`config.mk`:
```
export PLATFORM = sky130hd
export DESIGN_NAME = mdr_mem_ctrl_flat
export DESIGN_NICKNAME = d
export VERILOG_FILES = /design/src/rtl/mdr_mem_ctrl_pkg.sv /design/src/rtl/mdr_mem_ctrl_if.sv /design/src/rtl/mdr_mem_ctrl_wait_timer.sv /design/src/rtl/mdr_mem_ctrl.sv /design/src/flat_wrapper.sv
export SDC_FILE = /design/constraint.sdc
export NUM_CORES = 1
export LEC_CHECK = 0
export ABC_CLOCK_PERIOD_IN_PS = 2000
export CELL_PAD_IN_SITES_DETAIL_PLACEMENT = 1
export CELL_PAD_IN_SITES_GLOBAL_PLACEMENT = 2
export CORE_MARGIN = 3
export CORE_UTILIZATION = 28
export DETAILED_ROUTE_END_ITERATION = 12
export HOLD_SLACK_MARGIN = 0.12
export PLACE_DENSITY = 0.91
export SLEW_MARGIN = 30
export SYNTH_ARGS = -nofsm -noshare
export SYNTH_HDL_FRONTEND = slang
export SYNTH_HIERARCHICAL = 1
export SYNTH_SLANG_ARGS = --single-unit
```
`constraint.sdc`:
```
create_clock -name clk -period 2 [get_ports clk]
set_input_delay 0.5 -clock clk [delete_from_list [all_inputs] [get_ports clk]]
set_output_delay 0.5 -clock clk [all_outputs]
set_load 0.03 [all_outputs]
```
`src/rtl/mdr_mem_ctrl_pkg.sv`:
```
// mdr_ctrl_pkg: shared types and constants for the MDR input-path sequencer.
//   state_e         - sequencer states, also exported on the debug state port
//   TIMEOUT_DEFAULT - default bound on cycles spent waiting for mem_ready
package mdr_ctrl_pkg;

    localparam int TIMEOUT_DEFAULT = 15;

    typedef enum logic [2:0] {
        IDLE,
        RD_WAIT,
        RD_LATCH,
        WR_WAIT,
        LD,
        DONE,
        ERR
    } state_e;

endpackage

```
`src/rtl/mdr_mem_ctrl_if.sv`:
```
// mdr_mem_ctrl_if: control-unit requests, memory handshake and MDR controls.
//   Requests (rd_req/wr_req/ld_req) are levels held by the control unit until
//   done (or err for memory operations). mem_ready is sampled only in the wait
//   states; high means read data valid or write accepted. All sequencer
//   outputs are decoded from registered state.
//   slave  : the sequencer side (mdr_mem_ctrl)
//   master : the control unit / memory side
//   state  : debug view of the sequencer state
interface mdr_mem_ctrl_if;
    import mdr_ctrl_pkg::*;

    logic   rd_req;
    logic   wr_req;
    logic   ld_req;
    logic   mem_ready;
    logic   mem_rd;
    logic   mem_wr;
    logic   mdr_read_sel;
    logic   mdr_in;
    logic   busy;
    logic   done;
    logic   err;
    state_e state;

    modport slave (
        input  rd_req, wr_req, ld_req, mem_ready,
        output mem_rd, mem_wr, mdr_read_sel, mdr_in, busy, done, err, state
    );

    modport master (
        output rd_req, wr_req, ld_req, mem_ready,
        input  mem_rd, mem_wr, mdr_read_sel, mdr_in, busy, done, err, state
    );

endinterface

```
`src/rtl/mdr_mem_ctrl_wait_timer.sv`:
```
// wait_timer: clearable, saturating cycle counter for the memory wait states.
//   clk, clr : clock, asynchronous active-low reset
//   clr_cnt  : synchronous clear (wins over en)
//   en       : count one cycle
//   expired  : count has reached TIMEOUT-1, i.e. this is the last wait cycle
module wait_timer #(
    parameter int TIMEOUT = 15,
    parameter int CW      = $clog2(TIMEOUT + 1)
) (
    input  logic clk,
    input  logic clr,
    input  logic clr_cnt,
    input  logic en,
    output logic expired
);

    logic [CW-1:0] count_q, count_d;

    always_comb begin
        count_d = count_q;
        if (clr_cnt) begin
            count_d = '0;
        end else if (en && (count_q != CW'(TIMEOUT))) begin
            // Saturate at TIMEOUT so the counter can never wrap back to 0.
            count_d = count_q + CW'(1);
        end
    end

    always_ff @(posedge clk or negedge clr) begin
        if (!clr) begin
            count_q <= '0;
        end else begin
            count_q <= count_d;
        end
    end

    assign expired = (count_q == CW'(TIMEOUT - 1));

endmodule

```
`src/rtl/mdr_mem_ctrl.sv`:
```
// mdr_mem_ctrl: Moore sequencer for the MDR input path.
//   clk : system clock, rising edge
//   clr : asynchronous active-low reset
//   bus : mdr_mem_ctrl_if.slave - requests, mem_ready in; mem_rd, mem_wr,
//         mdr_read_sel, mdr_in, busy, done, err, debug state out
// Reads go RD_WAIT -> RD_LATCH -> DONE, writes WR_WAIT -> DONE, bus loads
// LD -> DONE; a wait state that sees no mem_ready for TIMEOUT cycles goes to
// ERR. Priority in IDLE is read > write > load.
module mdr_mem_ctrl
    import mdr_ctrl_pkg::*;
#(
    parameter int TIMEOUT = TIMEOUT_DEFAULT,
    parameter int CW      = $clog2(TIMEOUT + 1)
) (
    input  logic           clk,
    input  logic           clr,
    mdr_mem_ctrl_if.slave  bus
);

    state_e state_q, state_d;
    logic   armed_q, armed_d;
    logic   in_wait;
    logic   expired;

    // The first edge after reset release only arms the sequencer; requests
    // are accepted from the second edge on.
    assign armed_d = 1'b1;
    assign in_wait = (state_q == RD_WAIT) || (state_q == WR_WAIT);

    // Counter is held clear outside the wait states, so it is 0 on entry.
    wait_timer #(
        .TIMEOUT (TIMEOUT),
        .CW      (CW)
    ) u_wait_timer (
        .clk     (clk),
        .clr     (clr),
        .clr_cnt (!in_wait),
        .en      (in_wait),
        .expired (expired)
    );

    always_comb begin
        state_d = state_q;
        case (state_q)
            IDLE: begin
                if (armed_q) begin
                    if (bus.rd_req)      state_d = RD_WAIT;
                    else if (bus.wr_req) state_d = WR_WAIT;
                    else if (bus.ld_req) state_d = LD;
                end
            end
            // mem_ready is checked first so it wins over a same-cycle timeout.
            RD_WAIT: begin
                if (bus.mem_ready)   state_d = RD_LATCH;
                else if (expired)    state_d = ERR;
            end
            WR_WAIT: begin
                if (bus.mem_ready)   state_d = DONE;
                else if (expired)    state_d = ERR;
            end
            RD_LATCH: state_d = DONE;
            LD:       state_d = DONE;
            DONE:     state_d = IDLE;
            ERR:      state_d = IDLE;
            default:  state_d = IDLE;
        endcase
    end

    always_ff @(posedge clk or negedge clr) begin
        if (!clr) begin
            state_q <= IDLE;
            armed_q <= 1'b0;
        end else begin
            state_q <= state_d;
            armed_q <= armed_d;
        end
    end

    assign bus.mem_rd       = (state_q == RD_WAIT);
    assign bus.mem_wr       = (state_q == WR_WAIT);
    assign bus.mdr_read_sel = (state_q == RD_LATCH);
    assign bus.mdr_in       = (state_q == RD_LATCH) || (state_q == LD);
    assign bus.busy         = (state_q != IDLE);
    assign bus.done         = (state_q == DONE);
    assign bus.err          = (state_q == ERR);
    assign bus.state        = state_q;

endmodule

```
`src/flat_wrapper.sv`:
```
// flat-port wrapper written by rule: the top's interface ports become plain ports
module mdr_mem_ctrl_flat import mdr_ctrl_pkg::*;
#(
    parameter int TIMEOUT = TIMEOUT_DEFAULT,
    parameter int CW      = $clog2(TIMEOUT + 1)
)
  (clk, clr, bus_rd_req, bus_wr_req, bus_ld_req, bus_mem_ready, bus_mem_rd, bus_mem_wr, bus_mdr_read_sel, bus_mdr_in, bus_busy, bus_done, bus_err, bus_state);
  mdr_mem_ctrl_if bus_i ();
  input  logic clk;
  input  logic clr;
  input wire logic [$bits(bus_i.rd_req)-1:0] bus_rd_req;
  input wire logic [$bits(bus_i.wr_req)-1:0] bus_wr_req;
  input wire logic [$bits(bus_i.ld_req)-1:0] bus_ld_req;
  input wire logic [$bits(bus_i.mem_ready)-1:0] bus_mem_ready;
  output wire logic [$bits(bus_i.mem_rd)-1:0] bus_mem_rd;
  output wire logic [$bits(bus_i.mem_wr)-1:0] bus_mem_wr;
  output wire logic [$bits(bus_i.mdr_read_sel)-1:0] bus_mdr_read_sel;
  output wire logic [$bits(bus_i.mdr_in)-1:0] bus_mdr_in;
  output wire logic [$bits(bus_i.busy)-1:0] bus_busy;
  output wire logic [$bits(bus_i.done)-1:0] bus_done;
  output wire logic [$bits(bus_i.err)-1:0] bus_err;
  output wire logic [$bits(bus_i.state)-1:0] bus_state;
  assign bus_i.rd_req = bus_rd_req;
  assign bus_i.wr_req = bus_wr_req;
  assign bus_i.ld_req = bus_ld_req;
  assign bus_i.mem_ready = bus_mem_ready;
  assign bus_mem_rd = bus_i.mem_rd;
  assign bus_mem_wr = bus_i.mem_wr;
  assign bus_mdr_read_sel = bus_i.mdr_read_sel;
  assign bus_mdr_in = bus_i.mdr_in;
  assign bus_busy = bus_i.busy;
  assign bus_done = bus_i.done;
  assign bus_err = bus_i.err;
  assign bus_state = bus_i.state;
  mdr_mem_ctrl #(.TIMEOUT(TIMEOUT), .CW(CW)) u_core (.clk(clk), .clr(clr), .bus(bus_i));
endmodule
```
==> results.yml, run 1 <==
outcome:
  status: "finished, final reports clean"
drt:
  routed_wl_um: 1267
  antenna_left: 0
  vias: 492
  drtPass1Iterations: 2
  dr.first_iter.drc_count: 3
  post-route-drc-count: 0
  wl_per_cell_um: 11.95
  vias_per_cell: 4.642
global_route:
  grt_pass1_wl_um: 2415
  grt_pass1_vias: 566
  overflow: 0
  antenna_found_initial: 0
  grtUsageTotal: 0.1221
  grt_max_degree: 10
setup_path:
  worstSetupStartpoint: "u_core/bus.state[1]"
  required_ns: 1.50
  crit_type: "reg2out"
  startpoint_type: "register"
  critPathMaxFanout: 9
  cp-end-kind: "output pin"
  worstPathArrival_ns: 1.45
  worstReg2RegStart: "u_core/bus.state[2]"
synth:
  syn_nets: 68
  synth_most_common_cell: "nor2_1"
  synth_seq_cells: 8
  synth_cells: 60
  synthTopCellsByArea: "dfrtp_1 36%, nor2_1 6.7%, mux2_4 5.4%"
  synthDistinctLibCells: 28
  ys_warn_count: 6
  synthTopCellsByCount: "10 x nor2_1, 8 x dfrtp_1, 4 x nor3_1"
  synth_top_area_cell: "dfrtp_1"
  synth_area_um2: 556.8
  postSynth.asyncResetShare: 1.000
  synth-edff-count: 0
  synth_ff_type: "dfrtp_1"
  ys_seq_area_frac: 0.3596
  synth_top_area_frac: 0.3596
  synth_area_per_cell_um2: 9.280
placed_design:
  hpwl_um: 1047
  place_congestion: 0.8030
  portBuffers: 15
  dpl-instance-area_um2: 744.5
  dp_cells: 103
cells_and_area:
  final_area_um2: 763.2
  syn2layout_area_growth_pct: 37.08
  finalNonFillerCells: 106
  drive_gt1_frac: 0.2469
  antenna_cells: 0
  utilization: 0.4236
  layout.nets: 91
die:
  fp.dieW_um: 50.59
  coreArea_um2: 1802
  die_h_um: 50.59
  ios: 16
  dieArea_um2: 2559
  start_util: 0.3090
  rows: 15
sta:
  fin_tns_setup_ns: 0
  clock_skew_ns: 0.01079
  hold_violations: 0
  setup_viol: 0
  period_minus_slack_ns: 1.950
  rsz0062_at_grt: "false"
  drv_slew: 0
  fin_crit_sh: 0.9750
  fmaxAchievable_ghz: 0.5128
clock_network:
  clk_pin_slew_ns: 0.06
  clockBufferDepth: 2
  htree_levels: 1
  numCtsBuffers: 3
  tritoncts: "done"
  clk-insertion-delay-late_ns: 0.26
  clock-root-buffer: "clkbuf_4"
  post-cts-setup-buffers: 0
  clock-sinks: 8
power_and_ir_drop:
  leakage_uw: 0.0003748
  powerDensity_nw_per_um2: 1434
  p_int_uw: 586.9
  pwr-share-seq: 0.236
  switching_share: 0.4638
  vdd_drop_max_mv: 0.5664
  netSwitchingPower_uw: 507.6
  total_power_uw: 1094
  pwr-share-comb: 0.649
  clkPwrFrac: 0.115
run:
  maxCapViolCount: 0
min_path:
  hold_class: "in2async"
-- per-stage QoR --
step                      hold slack [ns]  setup WS, ns
after floorplan                    0.2044       0.07178
after detailed placement           0.6076       0.01897
after global routing               0.5484     0.0006151
after global placement             0.5737       0.03314
after CTS                          0.5169     0.0003220
final                              0.5126       0.04998
-- cells by family (layout without fill, tap and decap cells) --
family                   Yosys count  count (layout)  share of synthesized area
AO/OA/AOI/OAI                      9               9                     0.1056
XOR/XNOR                           1               1                    0.01573
adder cells (fa/ha/maj)            2               2                    0.04494
buffers and inverters              6              27                    0.08538
flip-flops                         8               8                     0.3595
multiplexers                       2               2                    0.05393
other                              1               1                   0.006735
AND/OR/NAND/NOR                   31              31                     0.3281
-- what timing repair did --
action | CTS | global route
resized for setup | 9 | 1
hold buffers | 0 | 0
setup endpoints to repair | 7 | 1
-- registers in the layout, indices dropped and copies added, names as in the netlist --
register                     flops
u_core/u_wait_timer/count_q      4
u_core/bus.state                 3
u_core/armed_q                   1
-- per-layer routing --
metal | routed length [µm] | global-route usage | up-vias
met4 | 16 | 0.06726 | 0
met2 | 630 | 0.2130 | 11
met5 | 0 | 0 | -
li1 | - | - | 244
met1 | 589 | 0.1343 | 235
met3 | 31 | 0.02967 | 2
-- critical path, stage by stage, from the launching register on --
cell             delay [ns]
dfrtp_1                0.46
or3_4                  0.43
clkdlybuf4s15_2        0.29
-- power by group through the flow --
stage	Combinational, µW	Sequential [µW]	Clock (µW)
floorplan	465	286	0
global placement	745	258	0
detailed placement	762	261	0
CTS	725	258	134
global route	778	267	141
finish	710	258	126
-- area by class of cell --
class	instances	area, µm²
multi-input combinational	46	311.5
timing repair buffer	21	186.4
inverter	3	11.26
fill	219	1039
tap	25	31.28
clock buffer	3	22.52
sequential	8	200.2
-- worst paths after layout --
kind	depth (start not counted)	endpoint	slack [ns]
worst min-delay path	1	u_core/u_wait_timer/count_q[0]	0.51
max in group asynchronous	1	u_core/armed_q	1.21
worst max-delay path	2	bus_busy	0.05
min in group clk	1	u_core/bus.state[1]	0.60
worst min register to register	1	u_core/bus.state[1]	0.60
worst max register to register	5	u_core/u_wait_timer/count_q[1]	0.45
-- cells in the final DEF (no fill, tap or decap), types with 2 or more instances in the layout --
cell type / instances
a21oi_1: 2
inv_1: 3
nand2_1: 3
nor2_1: 9
clkdlybuf4s50_1: 5
clkbuf_4: 3
dfrtp_1: 8
ha_1: 2
nor2b_1: 3
nor3_1: 4
a31oi_1: 2
mux2_4: 2
o21a_1: 3
buf_4: 8
dlygate4sd2_1: 6
(Power assumes the default switching activity.)
==> run 2, diff against run 1 <==
Settings changed: ABC_CLOCK_PERIOD_IN_PS 2000 to 2100, CORE_UTILIZATION 28 to 26, PLACE_DENSITY 0.91 to 0.86, SKIP_LAST_GASP set to 1.
Clock period 2 ns to 2.1 ns, I/O delays scaled along.
==> run 2 against run 1 <==
Effect of this change: clock skew fell by 0.0083 ns; via count is 2.8% lower; largest cell class unchanged; combinational power is 9.9% lower.
==> results.yml, run 2 (synthesis gave the netlist of run 1 again) <==
cells_and_area:
  final_cell_mix: "10 x nor2_1, 8 x dfrtp_1, 7 x clkdlybuf4s50_1, 6 x buf_4, 5 x dlygate4sd2_1"
  top_register: "u_core/u_wait_timer/count_q"
  drive_gt1_frac: 0.2152
  layout_commonest_cell: "nor2_1"
  final_area_um2: 750.7
  antenna_cells: 0
  largest_reg_flops: 4
  syn2layout_area_growth_pct: 34.83
  fillers: 248
  utilization: 0.3750
  layout.nets: 89
outcome:
  status: "finished, final reports clean"
drt:
  wl_per_cell_um: 11.41
  vias_per_cell: 4.509
  routed_wl_um: 1209
  dr.first_iter.drc_count: 3
  drtPass1Iterations: 3
  vias: 478
  antenna_left: 0
  post-route-drc-count: 0
global_route:
  antenna_found_initial: 0
  grt_pass1_vias: 500
  met3_usage: 0.03419
  grtUsageTotal: 0.1101
  met2_usage: 0.1715
  top_usage_layer: "met2"
  overflow: 0
  grt_max_degree: 11
  grt_use_met1: 0.1481
  grt_pass1_wl_um: 2277
clock_network:
  clk-insertion-delay-late_ns: 0.24
  cts_resized: 5
  clk_pin_slew_ns: 0.05
  numCtsBuffers: 3
  clock-sinks: 8
  clockBufferDepth: 2
  tritoncts: "done"
  htree_levels: 1
  post-cts-setup-buffers: 0
  postCtsHoldBufs: 0
  clock-root-buffer: "clkbuf_4"
placed_design:
  hpwl_um: 1013
  place_congestion: 0.7761
  dpl-instance-area_um2: 729.5
  portBuffers: 15
min_path:
  hold_class: "in2async"
sta:
  period_minus_slack_ns: 2.041
  setup_viol: 0
  drv_slew: 0
  rsz0062_at_grt: "true"
  hold_violations: 0
  fmaxAchievable_ghz: 0.4900
  fin_crit_sh: 0.9719
  clock_skew_ns: 0.002508
  fin_tns_setup_ns: 0
power_and_ir_drop:
  vdd_drop_max_mv: 0.4936
  powerDensity_nw_per_um2: 1341
  leakage_uw: 0.0003641
die:
  die_h_um: 52.28
  coreArea_um2: 2002
  start_util: 0.2781
  ios: 16
  dieArea_um2: 2733
  rows: 16
  fp.dieW_um: 52.28
setup_path:
  startpoint_type: "register"
  required_ns: 1.57
  worstPathArrival_ns: 1.52
  worstRegToRegCells: 4
  worstSetupStartpoint: "u_core/bus.state[0]"
  ff2ff_setup_slack_ns: 0.61
  worstPathCellList: "buf_4 -> clkdlybuf4s50_1"
  cp-end-kind: "output pin"
  critPathBufInv: 2
  timing.rr.end: "u_core/u_wait_timer/count_q[1]"
  crit_family: "buffers and inverters"
  worst_path_largest_cell_delay_ns: 0.66
  crit_type: "reg2out"
  crit_slowest_cell: "clkdlybuf4s50_1"
  critPathMaxFanout: 7
  worstReg2RegStart: "u_core/bus.state[0]"
run:
  maxCapViolCount: 0
-- run 2: how the worst max path moves through the flow --
| stage | depth (start not counted) | slack (ns) | endpoint |
|---|---|---|---|
| final | 2 | 0.06 | bus_state[0] |
| after detailed placement | 2 | 0.11 | bus_busy |
| after global placement | 2 | 0.13 | bus_busy |
| after global routing | 1 | -0.005 | bus_state[2] |
| after CTS | 5 | 0.01 | bus_mem_rd |
| after floorplan | 4 | 0.04 | bus_mem_rd |
-- run 2: final cells by class --
type / count / area [µm²] / share of cell area
clock buffer: 3 / 22.52 / 0.03000
multi-input combinational: 46 / 311.5 / 0.4150
inverter: 3 / 11.26 / 0.01500
tap: 27 / 33.78 / 0.04500
sequential: 8 / 200.2 / 0.2667
timing repair buffer: 19 / 171.4 / 0.2283
-- run 2: power breakdown --
group          switching [µW]  leakage, µW  total [µW]  internal, µW
logic                     353     0.000246         640           287
registers                65.4     0.000104         256           191
clock network            46.3    0.0000138         111          65.0
total                     465     0.000364        1010           542
-- run 2: metrics by stage --
step | total power (µW) | hold slack [ns] | cells | setup WS [ns]
after CTS | 1020 | 0.5697 | 106 | 0.01391
final | 1007 | 0.5604 | 106 | 0.05910
after global routing | 1100 | 0.5831 | 106 | -0.005383
after detailed placement | 936.1 | 0.5949 | 103 | 0.1126
after floorplan | 709.9 | 0.2294 | 60 | 0.04320
after global placement | 916.9 | 0.5748 | 103 | 0.1326
-- run 2: routing by layer --
metal / up-vias / routed length (µm)
li1: 242 / -
met1: 223 / 574
met2: 11 / 568
met3: 2 / 48
met4: 0 / 17
met5: - / 0
